--- src/rtl/fetch_controller.sv ---
// ---------------------------------------------------------------------------
// fetch_controller
//
// Instruction fetch sequencer for the pipelined SimpleRISC core. Owns the
// fetch PC, drives a synchronous-read instruction memory (1-cycle read
// latency, read data held while enable is low) and presents each returned
// word to decode together with its address and a valid flag.
//
// Handles:
//   - start-up from IDLE on a start pulse
//   - stall back-pressure: the memory is not re-read, so the held read data
//     keeps the presented instruction stable
//   - branch redirect: the instruction already on the outputs is still
//     presented, then one bubble (FLUSH) while the target is read
//   - optional halt detection (opcode 5'b11111 accepted by decode)
//
// Optional feature macro: FETCH_HALT_DETECT_EN
//   defined   : HALT state exists, halted reports it
//   undefined : no HALT state, halted tied low, opcode 11111 is ordinary
//
// Parameters:
//   N        instruction-memory word address width
//   RESET_PC first fetch address after reset
//
// Ports:
//   clka          clock, all state on rising edge
//   rst           asynchronous active-high reset
//   start         leave IDLE and begin fetching (ignored elsewhere)
//   stall         decode cannot accept; hold the current instruction
//   branch_taken  redirect request from execute
//   branch_target redirect address
//   im_ena        memory read enable
//   im_addra      memory read address (the fetch PC)
//   im_douta      memory read data
//   inst_out      instruction to decode (0 when nothing issued)
//   pc_out        address of inst_out
//   inst_valid    inst_out/pc_out carry a real instruction
//   fetch_count   instructions accepted by decode, saturating
//   halted        fetch stopped by a halt instruction
// ---------------------------------------------------------------------------
module fetch_controller #(
    parameter int           N        = 7,
    parameter logic [N-1:0] RESET_PC = '0
) (
    input  logic         clka,
    input  logic         rst,
    input  logic         start,
    input  logic         stall,
    input  logic         branch_taken,
    input  logic [N-1:0] branch_target,
    output logic         im_ena,
    output logic [N-1:0] im_addra,
    input  logic [31:0]  im_douta,
    output logic [31:0]  inst_out,
    output logic [N-1:0] pc_out,
    output logic         inst_valid,
    output logic [15:0]  fetch_count,
    output logic         halted
);

`ifdef FETCH_HALT_DETECT_EN
    typedef enum logic [1:0] {S_IDLE, S_RUN, S_FLUSH, S_HALT} state_t;
`else
    typedef enum logic [1:0] {S_IDLE, S_RUN, S_FLUSH} state_t;
`endif

    state_t       state;
    logic [N-1:0] fetch_pc;      // address of the next memory read
    logic [N-1:0] issued_pc;     // address whose data sits on im_douta
    logic         issued_valid;  // im_douta holds a live instruction
    logic         accept;

    // ------------------------------------------------------------------
    // Output decode
    // ------------------------------------------------------------------
    assign im_addra = fetch_pc;
    assign pc_out   = issued_pc;
    assign inst_out = issued_valid ? im_douta : 32'd0;

`ifdef FETCH_HALT_DETECT_EN
    assign inst_valid = issued_valid && (state != S_FLUSH) && (state != S_HALT);
`else
    assign inst_valid = issued_valid && (state != S_FLUSH);
`endif

    assign accept = inst_valid && !stall;

    // A read is issued only when its data will be consumed: in RUN when
    // neither stalled nor redirected, in FLUSH unless a newer branch
    // overrides the target. Keeping enable low otherwise is what lets the
    // memory hold the presented word through a stall.
    always_comb begin
        im_ena = 1'b0;
        case (state)
            S_RUN:   im_ena = !stall && !branch_taken;
            S_FLUSH: im_ena = !branch_taken;
            default: im_ena = 1'b0;
        endcase
    end

`ifdef FETCH_HALT_DETECT_EN
    logic halt_hit;
    // inst_out equals im_douta whenever accept is high
    assign halt_hit = accept && (im_douta[31:27] == 5'b11111);
`endif

    // ------------------------------------------------------------------
    // Fetch state machine
    // ------------------------------------------------------------------
    always_ff @(posedge clka or posedge rst) begin
        if (rst) begin
            state        <= S_IDLE;
            fetch_pc     <= RESET_PC;
            issued_pc    <= '0;
            issued_valid <= 1'b0;
`ifdef FETCH_HALT_DETECT_EN
            halted       <= 1'b0;
`endif
        end else begin
            case (state)
                S_IDLE: begin
                    if (start)
                        state <= S_RUN;
                end

                S_RUN: begin
`ifdef FETCH_HALT_DETECT_EN
                    // Halt beats a same-cycle branch.
                    if (halt_hit) begin
                        state        <= S_HALT;
                        issued_valid <= 1'b0;
                        halted       <= 1'b1;
                    end else
`endif
                    if (branch_taken) begin
                        // The word on the outputs this cycle is still
                        // offered to decode; nothing behind it survives.
                        fetch_pc     <= branch_target;
                        issued_valid <= 1'b0;
                        state        <= S_FLUSH;
                    end else if (!stall) begin
                        issued_pc    <= fetch_pc;
                        issued_valid <= 1'b1;
                        fetch_pc     <= fetch_pc + 1'b1;  // wraps at 2^N-1
                    end
                end

                S_FLUSH: begin
                    if (branch_taken) begin
                        // Newer redirect replaces the pending target.
                        fetch_pc <= branch_target;
                    end else begin
                        issued_pc    <= fetch_pc;
                        issued_valid <= 1'b1;
                        fetch_pc     <= fetch_pc + 1'b1;
                        state        <= S_RUN;
                    end
                end

`ifdef FETCH_HALT_DETECT_EN
                S_HALT: begin
                    // Terminal until reset.
                end
`endif

                default: state <= S_IDLE;
            endcase
        end
    end

`ifndef FETCH_HALT_DETECT_EN
    assign halted = 1'b0;
`endif

    // ------------------------------------------------------------------
    // Accepted-instruction counter, saturating
    // ------------------------------------------------------------------
    always_ff @(posedge clka or posedge rst) begin
        if (rst)
            fetch_count <= '0;
        else if (accept && (fetch_count != 16'hFFFF))
            fetch_count <= fetch_count + 16'd1;
    end

endmodule

--- config.mk ---
export PLATFORM = sky130hd
export DESIGN_NAME = fetch_controller
export DESIGN_NICKNAME = d
export VERILOG_FILES = /design/src/rtl/fetch_controller.sv
export SDC_FILE = /design/constraint.sdc
export NUM_CORES = 1
export LEC_CHECK = 0
export ABC_AREA = 1
export CELL_PAD_IN_SITES_DETAIL_PLACEMENT = 0
export CELL_PAD_IN_SITES_GLOBAL_PLACEMENT = 1
export CORE_MARGIN = 10
export CORE_UTILIZATION = 29
export DETAILED_ROUTE_END_ITERATION = 10
export GPL_ROUTABILITY_DRIVEN = 0
export HOLD_SLACK_MARGIN = 0.08
export PLACE_DENSITY_LB_ADDON = 0.1
export REMOVE_ABC_BUFFERS = 1
export SLEW_MARGIN = 20
export SYNTH_ARGS = -nofsm -noshare
export SYNTH_HDL_FRONTEND = slang
export SYNTH_SLANG_ARGS = --single-unit
--- constraint.sdc ---
create_clock -name clka -period 4.35 [get_ports clka]
set_input_delay 0.87 -clock clka [delete_from_list [all_inputs] [get_ports clka]]
set_output_delay 0.87 -clock clka [all_outputs]
set_load 0.05 [all_outputs]
==> results of run 1 <==
worst register-to-register path: stages (launching register included):
cell and delay [ns]:
dfrtp_1 0.43, inv_1 0.11, ha_1 0.27, nor3_4 0.41
a21boi_4 0.43, nand2_1 0.10, nand2_1 0.07
worst min path at each step:
stage	endpoint	slack, ns	cells after the start
after floorplan	state[0]$_DFFE_PP0P_	0.53	2
after global placement	pc_out[3]$_DFFE_PP0P_	0.47	2
after detailed placement	pc_out[3]$_DFFE_PP0P_	0.47	2
after CTS	pc_out[3]$_DFFE_PP0P_	0.49	2
after global routing	pc_out[4]$_DFFE_PP0P_	0.54	2
final	pc_out[3]$_DFFE_PP0P_	0.49	2
cell usage after synthesis:
master,n
inv_1,59
conb_1,1
o21ai_2,1
buf_6,1
nor2_1,26
nand2_1,126
a31oi_1,1
nor3_4,1
nand4_1,8
a21boi_4,1
a21oi_1,7
buf_4,1
a22oi_1,1
o31ai_1,1
nor3_1,1
xnor2_1,6
nand3_1,14
inv_2,1
clkinv_1,1
clkbuf_1,4
dfrtp_1,33
o211ai_1,1
nand3_2,1
nand2_4,2
mux2_2,1
buf_2,3
o21ai_0,21
nor2_4,2
ha_1,8
through the flow:
stage / hold slack [ns] / utilization (%) / cells / area (um2) / total power (uW)
2_1_floorplan: 0.5312 / - / 325 / 2186 / 1536
3_3_place_gp: 0.4673 / 46.08 / 533 / 3396 / 2068
3_5_place_dp: 0.4724 / 46.08 / 533 / 3396 / 2071
4_1_cts: 0.4941 / 47.95 / 541 / 3533 / 2440
5_1_grt: 0.5378 / 47.95 / 541 / 3533 / 2575
6_report: 0.4865 / 47.95 / 541 / 3533 / 2404
state kept, by name (all words and copies together) (netlist names):
register,cells
im_addra,7
issued_valid,1
state,2
fetch_count,16
pc_out,7
logic make-up after synthesis:
| logic type | synth area share [%] |
|---|---|
| buffers and inverters | 12.43 |
| AOI/OAI and AO/OA | 8.791 |
| DFF | 36.95 |
| xor gates and xnor gates | 2.352 |
| and+or+nand+nor | 34.32 |
| other | 0.1678 |
| muxes | 0.5039 |
| adders and majority gates | 4.479 |
power by group:
| part | total, uW | internal, uW | switching, uW | leakage [uW] |
|---|---|---|---|---|
| sequential | 506 | 405 | 101 | 0.000423 |
| combinational | 1540 | 493 | 1050 | 0.00126 |
| clock | 355 | 231 | 124 | 0.0000687 |
routing by layer:
layer	vias to the layer above	global-route usage [%]	part of all wire (%)
met2	37	23.68	55
met3	4	3.713	5.0
met1	1024	12.53	40
li1	1232	-	-
met4	0	2.767	0.84
met5	-	0	0
cell type report:
type	count	area [um2]	share of cell area, %
Clock inverter	3	68.82	1.948
Sequential cell	33	825.8	23.37
Timing Repair Buffer	109	1086	30.74
Inverter	61	229.0	6.480
Clock buffer	5	68.82	1.948
Multi-Input combinational cell	231	1131	32.01
Tap cell	99	123.9	3.506
==> summary.txt, run 1 <==
Pwr
  • LEAKAGE: 0.001756 uW
  • Peak supply drop: 0.0005076 V
  • Pwr/cell area: 680.4 mW/mm2

Critical path
  • CP endpoint: im_ena
  • R2R Setup Slk: 2.46 ns
  • Req. time, crit path: 3.48 ns
  • R2R depth: 6
  • Critical Path, Cell by Cell: clkdlybuf4s50_1, nor2_1, clkdlybuf4s50_1
  • Worst Setup Start Kind: primary input
  • Crit-path slowest cell: clkdlybuf4s50_1
  • Most frequent cell on the critical path: clkdlybuf4s50_1
  • Max incr delay on CP: 0.82 ns
  • WS Path Type: primary input to primary output
  • Reg2reg start: state[0]$_DFFE_PP0P_
  • Number of cells on the critical path: 3
  • WP data arrival: 2.46 ns
  • Critical-path maximum fanout: 10
  • Reg-to-Reg End: fetch_count[1]$_DFFE_PP0P_
  • Crit path from: branch_taken
  • Buf/Inv on CP: 2
  • CP Capture Type: primary output
  • Delay-heaviest family, CP: buffers and inverters

Routing
  • 1st-pass router iterations: 4
  • Via count: 2297
  • Initial drt markers: 36
  • Avg WL per Cell: 13.03 um
  • Post-Route WL: 7050 um
  • Vias per cell: 4.246
  • DRC viols: 0
  • Final ANT Viol Nets: 0

Clocking
  • CTS Sinks: 33
  • CTS H-Tree Depth: 2
  • Worst-Skew Late Latency: 0.29 ns
  • CTS Buffer Depth: 2
  • CTS tree: done
  • Root buffer cell: clkbuf_8
  • CTS Buf Count: 5
  • Cts hold-fix bufs: 0
  • CTS clk-pin slew, worst paths: 0.08 ns
  • # resized after CTS: 0
  • Post-CTS setup buffer count: 0

Global routing
  • Global-route wire length before repair: 11450 um
  • GR Overflow Total: 0
  • Number of global-route vias before repair: 2261
  • Initial antenna violation count: 0
  • Pin count of the biggest net entering global routing: 34
  • Total track usage: 12.27%

Final layout
  • Layout cells sized above 1: 4.525%
  • Layout Nets: 493
  • Most frequent cells in the layout: 126 x nand2_1, 107 x clkdlybuf4s50_1, 59 x inv_1, 33 x dfrtp_1, 26 x nor2_1
  • Commonest non-fill, non-tap cell in the layout: nand2_1
  • Synth-to-layout area growth: 58.12%
  • Fill cell count: 765
  • Antenna cell count: 0

STA
  • Fin crit share: 76.54%
  • Final worst slack: 1.021 ns
  • Worst Skew: 0.009011 ns
  • RSZ-0062 raised after global routing: false
  • Min Tclk post-route: 3.329 ns
  • Final hold violations: 0
  • Final setup TNS: 0 ns
  • Slew Limit Fails: 0
  • Fmax: 300.4 MHz
  • Rel. slew slack: 64.29%
  • Final setup fails: 0
  • Worst Tran Pin Value: 0.5340 ns

Yosys
  • Yosys warns: 0
  • Synth top area cells: dfrtp_1 37%, nand2_1 21%, inv_1 9.9%
  • Synth Instances: 334
  • Register area share after synthesis: 36.95%
  • Mapped Area: 0.002235 mm2
  • Mapped Avg Cell Area: 6.691 um2
  • #FFs+latches synth: 33
  • Yosys top cell by area: dfrtp_1
  • Post-synthesis cell type count: 29
  • Yosys top cell area share: 36.95%

Floorplanning
  • Die ar.: 0.01162 mm2
  • Std cell rows: 31
  • Initial core utilization: 30.32%
  • Core ar.: 0.007370 mm2
  • Die width: 107.8 um
  • I/O Pins: 109
  • Die H: 107.8 um

Place
  • PortBufs: 107
  • Pre-CTS WS: 1.010 ns
  • DPL Wire Length: 5681 um

Worst hold path
  • Hold Path Class: flip-flop to flip-flop
  • Hold Path Origin: pc_out[3]$_DFFE_PP0P_

Job
  • Maxcap violations: 0

Status
  • Outcome: complete, no violations
Power figures use the tool's default switching activity.
==> run 2: changes to the inputs <==
Settings changed: CORE_UTILIZATION 29 to 27.
Clock period 4.35 ns to 3.4 ns, I/O delays scaled along.
==> run 2 against run 1 <==
  * Largest power group unchanged
  * Critical path depth up 2
  * Combinational power grew 29%
  * Critical endpoint unchanged
  * Final area is 0.21% higher
  * Largest cell class unchanged
  * Critical path type unchanged
  * Highest routed layer unchanged
  * Via count increased by 0.52%
  * Worst hold slack improved by 0.0012 ns
  * First-iteration DRC count grew 31%
  * Total power is 25% higher
  * Clock-buffer cell count unchanged
==> summary.txt, run 2 (synthesis results as in run 1) <==
Place
  • Placed inst area: 0.003426 mm2 (+0.88%)
  • PortBufs: 107 (unchanged)
  • Post-Place Cells: 542 (+1.7%)
  • DPL Wire Length: 5815 um (+2.4%)

Final layout
  • Max reg flops: 16 (unchanged)
  • Most frequent cells in the layout: 126 x nand2_1, 107 x clkdlybuf4s50_1, 59 x inv_1, 33 x dfrtp_1, 26 x nor2_1
  • Layout Nets: 496 (+0.61%)
  • Synth-to-layout area growth: 58.45%
  • Layout cells sized above 1: 5.169% (+0.64 points)
  • Non-Filler Instances: 550 (+1.7%)
  • Final Util: 43.53% (-4.4 points)
  • Post-route design area: 0.003541 mm2 (+0.21%)
  • Largest reg by FF count: fetch_count
  • Commonest non-fill, non-tap cell in the layout: nand2_1
  • Antenna cell count: 0 (unchanged)

Routing
  • Final ANT Viol Nets: 0 (unchanged)
  • 1st-pass router iterations: 4 (unchanged)
  • Initial drt markers: 47 (+31%)
  • DRC viols: 0 (unchanged)
  • Post-Route WL: 7244 um (+2.8%)
  • Via count: 2309 (+0.52%)
  • Vias per cell: 4.198 (-1.1%)
  • Avg WL per Cell: 13.17 um (+1.1%)

Floorplanning
  • Die H: 111.0 um (+3.0%)
  • Die width: 111.0 um (+3.0%)
  • Std cell rows: 33 (+6.5%)
  • Die ar.: 0.01232 mm2 (+6.0%)
  • Initial core utilization: 27.47% (-2.8 points)
  • I/O Pins: 109 (unchanged)
  • Core ar.: 0.008134 mm2 (+10%)

Critical path
  • Critical Path, Cell by Cell: clkdlybuf4s50_1, nor2_1, o21ai_0, nor2_1, clkdlybuf4s50_1
  • Critical-path maximum fanout: 3 (-7)
  • Crit-path slowest cell: clkdlybuf4s50_1
  • Max incr delay on CP: 0.81 ns (about the same)
  • R2R Setup Slk: 1.53 ns (-0.93 ns)
  • Req. time, crit path: 2.72 ns (-0.76 ns)
  • WP data arrival: 2.26 ns (-0.20 ns)
  • Worst Setup Start Kind: primary input
  • CP Capture Type: primary output
  • WS Path Type: primary input to primary output

Global routing
  • Total track usage: 11.52% (-0.75 points)
  • GR Overflow Total: 0 (unchanged)
  • Pin count of the biggest net entering global routing: 34 (unchanged)
  • Number of global-route vias before repair: 2257 (-0.18%)
  • Initial antenna violation count: 0 (unchanged)
  • Global-route wire length before repair: 11880 um (+3.7%)

Status
  • Outcome: complete, no violations

STA
  • Min Tclk post-route: 2.943 ns
  • Worst Skew: 0.006202 ns (-0.002809 ns)
  • Rel. slew slack: 46.67% (-18 points)
  • RSZ-0062 raised after global routing: false
  • Final setup fails: 0 (unchanged)
  • Slew Limit Fails: 0 (unchanged)
  • Fin crit share: 86.56%
  • Final setup TNS: 0 ns (unchanged)
  • Fmax: 339.8 MHz
  • Worst Tran Pin Value: 0.7991 ns (+0.2651 ns)
  • Final hold violations: 0 (unchanged)

Clocking
  • CTS tree: done
  • Root buffer cell: clkbuf_8
  • Post-CTS setup buffer count: 0 (unchanged)
  • Worst-Skew Late Latency: 0.28 ns (about the same)
  • CTS clk-pin slew, worst paths: 0.08 ns (about the same)
  • CTS Buf Count: 5 (unchanged)
  • CTS Sinks: 33 (unchanged)
  • # resized after CTS: 0 (unchanged)
  • CTS H-Tree Depth: 2 (unchanged)
  • CTS Buffer Depth: 2 (unchanged)
  • Cts hold-fix bufs: 0 (unchanged)

Worst hold path
  • Hold Path Class: flip-flop to flip-flop

Pwr
  • Power Total: 3009 uW (+25%)
  • Peak supply drop: 0.0004647 V (-8.5%)
  • LEAKAGE: 0.001756 uW (about the same)
  • Pwr/cell area: 849.7 mW/mm2 (+25%)

Job
  • Maxcap violations: 0 (unchanged)
==> run 2: layer usage <==
metal | routed length, um | part of all wire [%] | vias to the layer above | GRT usage, %
met5 | 0 | 0 | - | 0
met3 | 395 | 5.5 | 5 | 3.571
met4 | 34 | 0.47 | 0 | 2.083
met2 | 3849 | 53 | 41 | 21.11
met1 | 2965 | 41 | 1027 | 12.78
li1 | - | - | 1236 | -
==> run 2: critical path: cells and delay by family <==
kind / cells / cell delay (ns)
AO/OA/AOI/OAI: 1 / 0.07
AND/OR/NAND/NOR: 2 / 0.21
buffers and inverters: 2 / 1.30
==> run 2: final timing paths <==
check,startpoint,to,depth (start not counted)
worst max-delay path,stall,im_ena,5
worst min-delay path,pc_out[4]$_DFFE_PP0P_,pc_out[4]$_DFFE_PP0P_,2
worst max register to register,state[0]$_DFFE_PP0P_,fetch_count[4]$_DFFE_PP0P_,6
worst min register to register,pc_out[4]$_DFFE_PP0P_,pc_out[4]$_DFFE_PP0P_,2
max in group asynchronous,rst,fetch_count[5]$_DFFE_PP0P_,3
min in group asynchronous,rst,fetch_count[0]$_DFFE_PP0P_,2
==> run 2: stage by stage <==
step | hold slack [ns] | worst slack (ns)
6_report | 0.4877 | 0.4570
4_1_cts | 0.4982 | 0.4483
2_1_floorplan | 0.5312 | 1.146
3_5_place_dp | 0.4777 | 0.4641
5_1_grt | 0.5253 | 0.3418
3_3_place_gp | 0.4677 | 0.4612
==> run 2: final cells by class <==
class                   count  area [um2]
fillers                   851        4593
inverters                  61       229.0
clock buffers               5       68.82
repair buffers            112        1109
multi-input cells         231        1131
well taps                 105       131.4
flip-flops and latches     33       825.8
clock inverters             3       46.29
==> run 2: where the power goes <==
part | switching [uW] | internal [uW]
combinational | 1350 | 637
sequential | 130 | 519
clock | 158 | 219
total | 1630 | 1380
==> run 3: changes to the inputs <==
Settings changed: CTS_CLUSTER_SIZE set to 16.
==> results of run 3 <==
Final layout, timing and power as in run 2 (identical DEF).
